==> config.mk <==
export PLATFORM = sky130hd
export DESIGN_NAME = pattern_serializer
export DESIGN_NICKNAME = d
export VERILOG_FILES = /design/src/rtl/pattern_pkg.sv /design/src/rtl/bit_down_counter.sv /design/src/rtl/pattern_serializer.sv
export SDC_FILE = /design/constraint.sdc
export NUM_CORES = 1
export LEC_CHECK = 0
export ABC_AREA = 1
export CAP_MARGIN = 40
export CORE_UTILIZATION = 28
export DETAILED_ROUTE_END_ITERATION = 6
export PLACE_DENSITY = 0.45
export SLEW_MARGIN = 20
export SYNTH_ARGS = -nofsm -noshare
export SYNTH_HDL_FRONTEND = slang
export SYNTH_HIERARCHICAL = 1
export SYNTH_SLANG_ARGS = --single-unit
export TNS_END_PERCENT = 5
==> constraint.sdc <==
create_clock -name clock -period 2.1 [get_ports clock]
set_clock_uncertainty 0.05 [all_clocks]
set_input_delay 0.42 -clock clock [delete_from_list [all_inputs] [get_ports clock]]
set_output_delay 0.42 -clock clock [all_outputs]
set_load 0.05 [all_outputs]
==> src/rtl/pattern_pkg.sv <==
// Shared definitions for the pattern serializer / detector pair.
//  - state_e   : serializer FSM encoding
//  - DEF_WIDTH : default word width, also used by the detector's test vectors
//  - len_w()   : width of a bit-count field able to hold 0..w
package pattern_pkg;

    localparam int unsigned DEF_WIDTH = 10;

    typedef enum logic {
        ST_IDLE  = 1'b0,
        ST_SHIFT = 1'b1
    } state_e;

    function automatic int unsigned len_w(input int unsigned w);
        return $clog2(w + 1);
    endfunction

endpackage

==> src/rtl/bit_down_counter.sv <==
// Remaining-bit counter for the serializer.
// Ports:
//  clock, reset_n : rising-edge clock, async active-low reset
//  enable         : 0 holds the count
//  load, value    : load a new count (takes priority over dec)
//  dec            : decrement by one (saturates at 0)
//  cnt            : current count
//  is_one         : cnt == 1, i.e. the final bit of a word is on the line
module bit_down_counter #(
    parameter int unsigned LEN_W = 4
) (
    input  logic             clock,
    input  logic             reset_n,
    input  logic             enable,
    input  logic             load,
    input  logic [LEN_W-1:0] value,
    input  logic             dec,
    output logic [LEN_W-1:0] cnt,
    output logic             is_one
);

    logic [LEN_W-1:0] r_cnt;

    always_ff @(posedge clock or negedge reset_n) begin
        if (!reset_n) begin
            r_cnt <= '0;
        end else if (enable) begin
            if (load) begin
                r_cnt <= value;
            end else if (dec && (r_cnt != '0)) begin
                r_cnt <= r_cnt - LEN_W'(1);
            end
        end
    end

    assign cnt    = r_cnt;
    assign is_one = (r_cnt == LEN_W'(1));

endmodule

==> src/rtl/pattern_serializer.sv <==
// Parallel-to-serial stage feeding the Mealy pattern detector.
// A word of up to WIDTH bits is accepted over valid/ready and shifted out one bit per
// enabled clock. A new word can be accepted on the cycle the last bit is shown, so
// consecutive words stream with no idle gap.
// Ports:
//  clock, reset_n    : rising-edge clock, async active-low reset
//  enable            : 1 advance/accept, 0 hold everything
//  in_valid/in_ready : word handshake (in_ready is combinational)
//  in_data, in_len   : word and bit count L (clamped to WIDTH; 0 = drop the word)
//  bit_out           : serial bit (IDLE_LEVEL when no bit is valid)
//  bit_valid         : bit_out carries a word bit
//  bit_last          : bit_out is the final bit of its word
module pattern_serializer
    import pattern_pkg::*;
#(
    parameter int unsigned WIDTH      = DEF_WIDTH,
    parameter bit          MSB_FIRST  = 1'b1,
    parameter bit          IDLE_LEVEL = 1'b0,
    localparam int unsigned LEN_W     = len_w(WIDTH)
) (
    input  logic             clock,
    input  logic             reset_n,
    input  logic             enable,
    input  logic             in_valid,
    output logic             in_ready,
    input  logic [WIDTH-1:0] in_data,
    input  logic [LEN_W-1:0] in_len,
    output logic             bit_out,
    output logic             bit_valid,
    output logic             bit_last
);

    localparam logic [LEN_W-1:0] WIDTH_L = LEN_W'(WIDTH);

    state_e           r_state;
    state_e           w_state_next;
    logic [WIDTH-1:0] r_shreg;
    logic             r_bit_out;
    logic             r_bit_valid;
    logic             r_bit_last;

    logic [LEN_W-1:0] w_len;
    logic [LEN_W-1:0] w_cnt;
    logic             w_is_one;
    logic             w_accept;
    logic             w_load;
    logic [WIDTH-1:0] w_mask;
    logic [WIDTH-1:0] w_masked;
    logic [WIDTH-1:0] w_aligned;
    logic             w_first_bit;
    logic [WIDTH-1:0] w_first_rest;
    logic             w_next_bit;
    logic [WIDTH-1:0] w_next_rest;

    // ------------------------------------------------------------------ datapath helpers
    always_comb begin
        w_len    = (in_len > WIDTH_L) ? WIDTH_L : in_len;
        w_accept = in_valid & in_ready;
        // A zero-length word completes the handshake but loads nothing.
        w_load   = w_accept & (w_len != '0);
        // Keep only the low L bits so the shift register never holds stale upper bits.
        w_mask   = ~({WIDTH{1'b1}} << w_len);
        w_masked = in_data & w_mask;
    end

    // MSB-first left-aligns the word so both first and subsequent bits come from the top.
    always_comb begin
        w_aligned = '0;
        if (MSB_FIRST) begin
            w_aligned    = w_masked << (WIDTH_L - w_len);
            w_first_bit  = w_aligned[WIDTH-1];
            w_first_rest = w_aligned << 1;
            w_next_bit   = r_shreg[WIDTH-1];
            w_next_rest  = r_shreg << 1;
        end else begin
            w_first_bit  = w_masked[0];
            w_first_rest = w_masked >> 1;
            w_next_bit   = r_shreg[0];
            w_next_rest  = r_shreg >> 1;
        end
    end

    bit_down_counter #(
        .LEN_W (LEN_W)
    ) u_bit_down_counter (
        .clock   (clock),
        .reset_n (reset_n),
        .enable  (enable),
        .load    (w_load),
        .value   (w_len),
        .dec     (r_state == ST_SHIFT),
        .cnt     (w_cnt),
        .is_one  (w_is_one)
    );

    // ------------------------------------------------------------------ FSM: state register
    always_ff @(posedge clock or negedge reset_n) begin
        if (!reset_n) begin
            r_state <= ST_IDLE;
        end else begin
            r_state <= w_state_next;
        end
    end

    // ------------------------------------------------------------------ FSM: next state
    always_comb begin
        w_state_next = r_state;
        unique case (r_state)
            ST_IDLE: begin
                if (w_load) begin
                    w_state_next = ST_SHIFT;
                end
            end
            ST_SHIFT: begin
                if (enable && w_is_one) begin
                    w_state_next = w_load ? ST_SHIFT : ST_IDLE;
                end
            end
            default: w_state_next = ST_IDLE;
        endcase
    end

    // ------------------------------------------------------------------ FSM: outputs
    always_comb begin
        in_ready = enable & ((r_state == ST_IDLE) | ((r_state == ST_SHIFT) & w_is_one));
    end

    // ------------------------------------------------------------------ shift/output registers
    always_ff @(posedge clock or negedge reset_n) begin
        if (!reset_n) begin
            r_shreg     <= '0;
            r_bit_out   <= IDLE_LEVEL;
            r_bit_valid <= 1'b0;
            r_bit_last  <= 1'b0;
        end else if (enable) begin
            if (w_load) begin
                r_shreg     <= w_first_rest;
                r_bit_out   <= w_first_bit;
                r_bit_valid <= 1'b1;
                r_bit_last  <= (w_len == LEN_W'(1));
            end else if (r_state == ST_SHIFT && !w_is_one) begin
                r_shreg     <= w_next_rest;
                r_bit_out   <= w_next_bit;
                r_bit_last  <= (w_cnt == LEN_W'(2));
            end else if (r_state == ST_SHIFT) begin
                r_bit_out   <= IDLE_LEVEL;
                r_bit_valid <= 1'b0;
                r_bit_last  <= 1'b0;
            end
        end
    end

    assign bit_out   = r_bit_out;
    assign bit_valid = r_bit_valid;
    assign bit_last  = r_bit_last;

endmodule
== Word-level counts from Yosys, hierarchy flattened ==
Index checks and enable logic that the tools add are counted.

* Register bits after elaboration: 18
* Bits of input ports: 18
* Output and inout bits: 4
* Logic and storage cells: 52

* Add/subtract/negate cells: 2
* Order comparisons: 1
* Equality and inequality tests: 4
* Shift-type cells: 2
* Muxes and demuxes: 15
* Bitwise operators: 8
* Reduce and logical (&&, ||, !) cells: 14

{| class="wikitable"
|+ Operator list
! cell !! number
|-
| 10-bit 2-to-1 mux || 2
|-
| 4-bit 2-to-1 mux || 3
|-
| 10-bit AND || 1
|-
| 10-bit NOT || 1
|-
| 10-bit by 4-bit << shifter with 10-bit output || 1
|-
| 10-bit by 4-bit << shifter with 10-bit output (first input constant) || 1
|-
| 1-bit 2-to-1 mux || 9
|-
| 4-bit by 1-bit == test with 1-bit output (second input constant) || 2
|-
| 4-bit nonzero test || 2
|-
| 2-bit AND reduction || 3
|-
| 2-bit nonzero test || 3
|-
| 1-bit AND || 4
|-
| 4-bit by 2-bit == test with 1-bit output (second input constant) || 1
|-
| 4-bit > comparator (second input constant) || 1
|-
| 4-bit by 1-bit subtractor with 4-bit output (second input constant) || 1
|-
| 4-bit subtractor (first input constant) || 1
|-
| 1-bit logical AND || 3
|-
| 3-bit AND reduction || 1
|-
| 3-bit nonzero test || 1
|-
| 2-bit != test (second input constant) || 1
|-
| 1-bit one-hot mux with 2 select lines || 1
|-
| 1-bit zero test || 1
|-
| 1-bit NOT || 1
|-
| 1-bit OR || 1
|}

== Depth between registers and ports, before layout ==
* Depth in word-level cells: 9
* Gate-level depth with buffers: 18
* Gate-level depth less buffers: 16

== Cells and area by module ==
The synthesis kept the hierarchy.

{| class="wikitable"
|+ Modules (own cells, without submodules)
! module !! times used !! cells each !! area each (sq um)
|-
| pattern_serializer || 1 || 197 || 1249.9
|-
| bit_down_counter || 1 || 42 || 309.0
|}

== Worst setup path before layout ==
Ideal clock, no wire load.

* Kind: flip-flop to flip-flop
* From: register u_bit_down_counter.r_cnt[1] (netlist: u_bit_down_counter/cnt[1])
* To: register r_shreg[5]
* Arrival time: 2.325 ns
* Data required time: 1.933 ns
* Slack: -0.392 ns
* Cell stages (with the launch flop): 14
* Path buffers: 1
* Clock period less this slack: 2.492 ns
* Path through: dfrtp_1 inv_1 ha_1 nor3b_1 nor2_4 nor2_2 nand2_2 nor2_8 nor2_4 nor2_4 buf_6 nand4_1 o21ai_1 inv_1

* Word-level cells in the longest chain between the ends: 8
* Elaborated cells between the ends (all ways): 11
* Classes of those cells: 1 x eq/ne; 1 x mux; 5 x bitwise; 4 x reduce/logical

{| class="wikitable"
|+ RTL lines
! element !! RTL line !! source
|-
| start, declared || bit_down_counter.sv:22 || <nowiki>logic [LEN_W-1:0] r_cnt;</nowiki>
|-
| start signal, assigned || bit_down_counter.sv:29 || <nowiki>r_cnt <= value;</nowiki>
|-
| start signal, assigned || bit_down_counter.sv:31 || <nowiki>r_cnt <= r_cnt - LEN_W'(1);</nowiki>
|-
| 4-bit by 1-bit == test with 1-bit output * || bit_down_counter.sv:37 || <nowiki>assign is_one = (r_cnt == LEN_W'(1));</nowiki>
|-
| net w_is_one || pattern_serializer.sv:44 || <nowiki>logic w_is_one;</nowiki>
|-
| 1-bit AND * || pattern_serializer.sv:125 || <nowiki>in_ready = enable & ((r_state == ST_IDLE) | ((r_state == ST_SHIFT) & w_is_one));</nowiki>
|-
| 1-bit OR * || pattern_serializer.sv:125 ||
|-
| 1-bit AND * || pattern_serializer.sv:125 ||
|-
| net in_ready || pattern_serializer.sv:25 || <nowiki>output logic in_ready,</nowiki>
|-
| 1-bit AND * || pattern_serializer.sv:58 || <nowiki>w_accept = in_valid & in_ready;</nowiki>
|-
| 1-bit AND * || pattern_serializer.sv:60 || <nowiki>w_load = w_accept & (w_len != '0);</nowiki>
|-
| net w_load || pattern_serializer.sv:46 || <nowiki>logic w_load;</nowiki>
|-
| 2-bit nonzero test (no line) || - ||
|-
| 2-bit AND reduction (no line) || - ||
|-
| end signal, assigned || pattern_serializer.sv:137 || <nowiki>r_shreg <= w_first_rest;</nowiki>
|-
| end signal, assigned || pattern_serializer.sv:142 || <nowiki>r_shreg <= w_next_rest;</nowiki>
|-
| end, declared || pattern_serializer.sv:37 || <nowiki>logic [WIDTH-1:0] r_shreg;</nowiki>
|}

Mark *: on every way through the listed nets, which the timed path passes. The rest lies on a longest branch.
A chain may end at the register's enable or synchronous reset.

== Final worst setup path ==
* From: register u_bit_down_counter.r_cnt[1] (netlist: u_bit_down_counter/cnt[1])
* To: output port in_ready

* Word-level cells in the longest chain between the ends: 4

{| class="wikitable"
|+ RTL lines
! element !! RTL line
|-
| 4-bit by 1-bit == test with 1-bit output || bit_down_counter.sv:37
|-
| net w_is_one || pattern_serializer.sv:44
|-
| 1-bit AND || pattern_serializer.sv:125
|-
| 1-bit OR || pattern_serializer.sv:125
|-
| 1-bit AND || pattern_serializer.sv:125
|-
| end, declared || pattern_serializer.sv:25
|}

The timed path passes the listed nets, and every way through them passes these cells.

==> metrics.md <==
| Metric | Value |
|---|---|
| Synth top area share | 27.3% |
| Post-synth ARST share | 100% |
| Commonest non-fill, non-tap cell in the layout | nand2_1 |
| Worst-Skew Late Latency | 0.25 ns |
| Leakage | between 1 and 1.5 nW |
| Worst-path cell chain | inv_2 > ha_2 > nor3b_4 > nor2_4 > nor2_4 > buf_4 > buf_12 |
| Post-synth top flop | dfrtp_1 |
| Final WL | between 4 and 5 mm |
| CTS tree | built |
| Sequential cell area fraction in the yosys report | 27.3% |
| DR iter-0 viols | a little over 70 |
| Clock network fraction of design power | roughly 11% |
| H-tree depth | 1 |
| Worst hold path endpoint | r_shreg[1]$_DFFE_PN0P_ |
| R2r startpoint | u_bit_down_counter/cnt[1]$_DFFE_PN0P_ |
| Initial antenna violation count | 0 |
| Status | completed |
| Slowest CP cell | dfrtp_1 |
| Syn nets | 261 |
| Data arrival, critical path | between 1.5 and 2 ns |
| Areal power density over the cells | just over 1000 nW/um^2 |
| Final setup fails | 0 |
| Fill count | around 560 |
| Yosys warns | 6 |
| Final-report hold violation count | 0 |
| Die Span Y | 76.6 um |
| Synth-to-Final Area Change | 41.2% |
| GRT overflow | 0 |
| Combinational power share | 64.0% |
| Period utilization | around 94% |
| Fin nets | 318 |
| Ant diodes | 0 |
| Routed vias/inst | around 4.5 |
| Crit start category | flip-flop |
| Total Routing Usage GR | roughly 16% |
| Worst Hold Path Cells | 2 |
| Min-delay src | r_shreg[1]$_DFFE_PN0P_ |
| Peak supply drop | about 460 uV |
| WP depth | 7 |
| Crit path buf inv count | 3 |
| Yosys reg bits | 17 |
| Max incr delay on CP | between 0.3 and 0.4 ns |
| Critical path type | reg2out |
| Final core utilization | 42.0% |
| Netlist Area Pre-Place | around 1600 sq um |
| Die width | approximately 77 um |
| Fin. max-slew vios | 0 |
| Worst-path maximum fanout | 2 |
| R2r worst-path depth | 14 |
| Cts hold-fix bufs | 0 |
| Min cycle time layout | ~2.0 ns |
| Largest net degree at the start of global routing | 18 |
| Clock Path Buffers | 2 |
| 1st-pass router iterations | 4 |
| Sequential fraction of design power | between 20 and 30% |
| Clock sinks | 17 |
| RR Endpoint | r_shreg[6]$_DFFE_PN0P_ |
| Number of routed nets with antenna violations | 0 |
| Die area | a little under 6000 sq um |
| Synth cell types | 31 |
| Synth top area cells | dfrtp_1, nand2_1, nand3_1 |
| P_int | around 1.2 mW |
| Io pins | 22 |
| Detailed placer's ending HPWL | roughly 3.6 mm |
| Port bufs | 21 |
| Non-filler instance count after layout | 365 |
| Most used cell, CP | nor2_4 |
| Core area | between 5000 and 6000 sq um |
| Vias | 1,627 |
| Number of enable flip-flop cells after synthesis | 0 |
| # rows | 26 |
| Avg Inst Size Synth | approximately 6.5 sq um |
| DP Cell Count | between 300 and 400 |
| Max Fclk | between 500 and 600 MHz |
| RSZ-0062 raised after global routing | no |
| Switching Power | 1.03 mW |
| Max-slew headroom | 66.9% |
| Max-cap viol count | 0 |
| Setup bufs post-CTS | 0 |
| Clock transition at the registers of the reported paths | 0.07 ns |
| Yosys top cell by area | dfrtp_1 |
| Cell count after synthesis | roughly 240 |
| Vias in the first global route | approximately 1,700 |
| CP required | ~1.6 ns |
| Initial Util | between 20% and 30% |
| Layout cells sized above 1 | 30.2% |
| Worst hold path type | reg2reg |
| R2R Setup Slk | 0.18 ns |
| Routed wire per std cell | 11.7 um |
| RD Place Congestion | about 0.80 |
| Worst Setup End Kind | output port |
| Cell family with most CP delay | simple AND/OR/NAND/NOR gates |
| Switching share of total power | 45.6% |
| DRC | 0 |
| Root buffer selected by CTS | clkbuf_8 |
| Global-route wire length before repair | roughly 7.7 mm |
| Commonest non-fill, non-tap cells in the layout | nand2_1, buf_4, nand3_1 |
| Worst-Margin Slew | slightly below 0.5 ns |
| CTS buffer count | 3 |
-- power by group through the flow --
stage,combinational [mW],clock (mW),sequential [mW]
2_1_floorplan,0.827,0,0.670
3_3_place_gp,1.43,0,0.565
3_5_place_dp,1.43,0,0.568
4_1_cts,1.46,0.261,0.563
5_1_grt,1.63,0.274,0.592
6_report,1.44,0.244,0.568
-- worst max-delay path by stage --
stage | start | end | slack (ns)
5_1_grt | u_bit_down_counter/cnt[1]$_DFFE_PN0P_ | r_shreg[6]$_DFFE_PN0P_ | 0.002
6_report | u_bit_down_counter/cnt[1]$_DFFE_PN0P_ | in_ready | 0.12
3_3_place_gp | in_len[1] | r_shreg[9]$_DFFE_PN0P_ | -0.40
2_1_floorplan | u_bit_down_counter/cnt[1]$_DFFE_PN0P_ | r_shreg[5]$_DFFE_PN0P_ | -0.09
4_1_cts | in_len[3] | r_shreg[8]$_DFFE_PN0P_ | -0.006
3_5_place_dp | in_len[1] | r_shreg[6]$_DFFE_PN0P_ | -0.42
-- cell usage after synthesis (2+ instances only) --
cell type and number:
nand2_1 67, nand3_1 28, inv_1 26, nor2_1 23, dfrtp_1 17, a21oi_1 7
inv_2 7, o21ai_1 7, nand2_2 6, o21ai_0 6, nand2_4 5, a31oi_1 4
ha_1 4, nor2_4 4, buf_6 3, nand4_1 3, nor2_2 3, o21ai_2 3
a21oi_2 2, clkbuf_1 2, clkinv_1 2
-- cells by family (layout without fill, tap and decap cells) --
family                     count (synthesis)  after routing  synth area share [%]
DFF                                       17             17                  27.3
AOI/OAI and AO/OA                         31             31                  11.8
xor gates and xnor gates                   1              1                 0.562
and+or+nand+nor                          144            145                  45.3
adders and majority gates                  4              4                  3.21
buffers and inverters                     42             97                  11.9
-- tightest hold or removal path, delay by kind of cell, from the launching register on --
family	cells	cell delay [ns]
AND/OR/NAND/NOR	2	0.11
flip-flops	1	0.34
-- per-stage QoR --
step	power, mW	area (sq um)	hold WS, ns	setup slack (ns)	TNS (ns)
5_1_grt	2.50	2200	0.461	0.00232	0
3_5_place_dp	2.00	2100	0.420	-0.424	-6.00
3_3_place_gp	2.00	2100	0.417	-0.396	-5.35
4_1_cts	2.28	2160	0.439	-0.00605	-0.00605
6_report	2.25	2200	0.435	0.117	0
2_1_floorplan	1.50	1570	0.0744	-0.0876	-0.346
-- flip-flops by register name (all words and copies together) (netlist names) --
name                    count
r_shreg                     9
u_bit_down_counter/cnt      4
bit_last                    1
bit_out                     1
bit_valid                   1
r_state                     1
-- metal layers --
metal	share of wire (%)	wire, um	track usage [%]
met4	0.19	8	1.15
met1	50	2130	21.6
met5	0	0	0
met3	2.0	85	2.87
met2	48	2050	28.6
-- cell type report --
type | instances | area, sq um | share of cell area (%)
multi-input cells | 181 | 1010 | 45.9
repair buffers | 58 | 499 | 22.7
flip-flops and latches | 17 | 425 | 19.3
inverters | 35 | 131 | 5.97
well taps | 70 | 87.6 | 3.98
clock buffers | 3 | 41.3 | 1.88
clock inverters | 1 | 5.00 | 0.227
-- what timing repair did --
item | 4_1_cts | 5_1_grt
pin swaps | 3 | 5
gates resized for setup | 9 | 13
cloned | 1 | 0
setup endpoints to repair | 16 | 16
endpoints found under the hold margin | 0 | 0
Note: power is estimated with default switching activity, not from simulation.
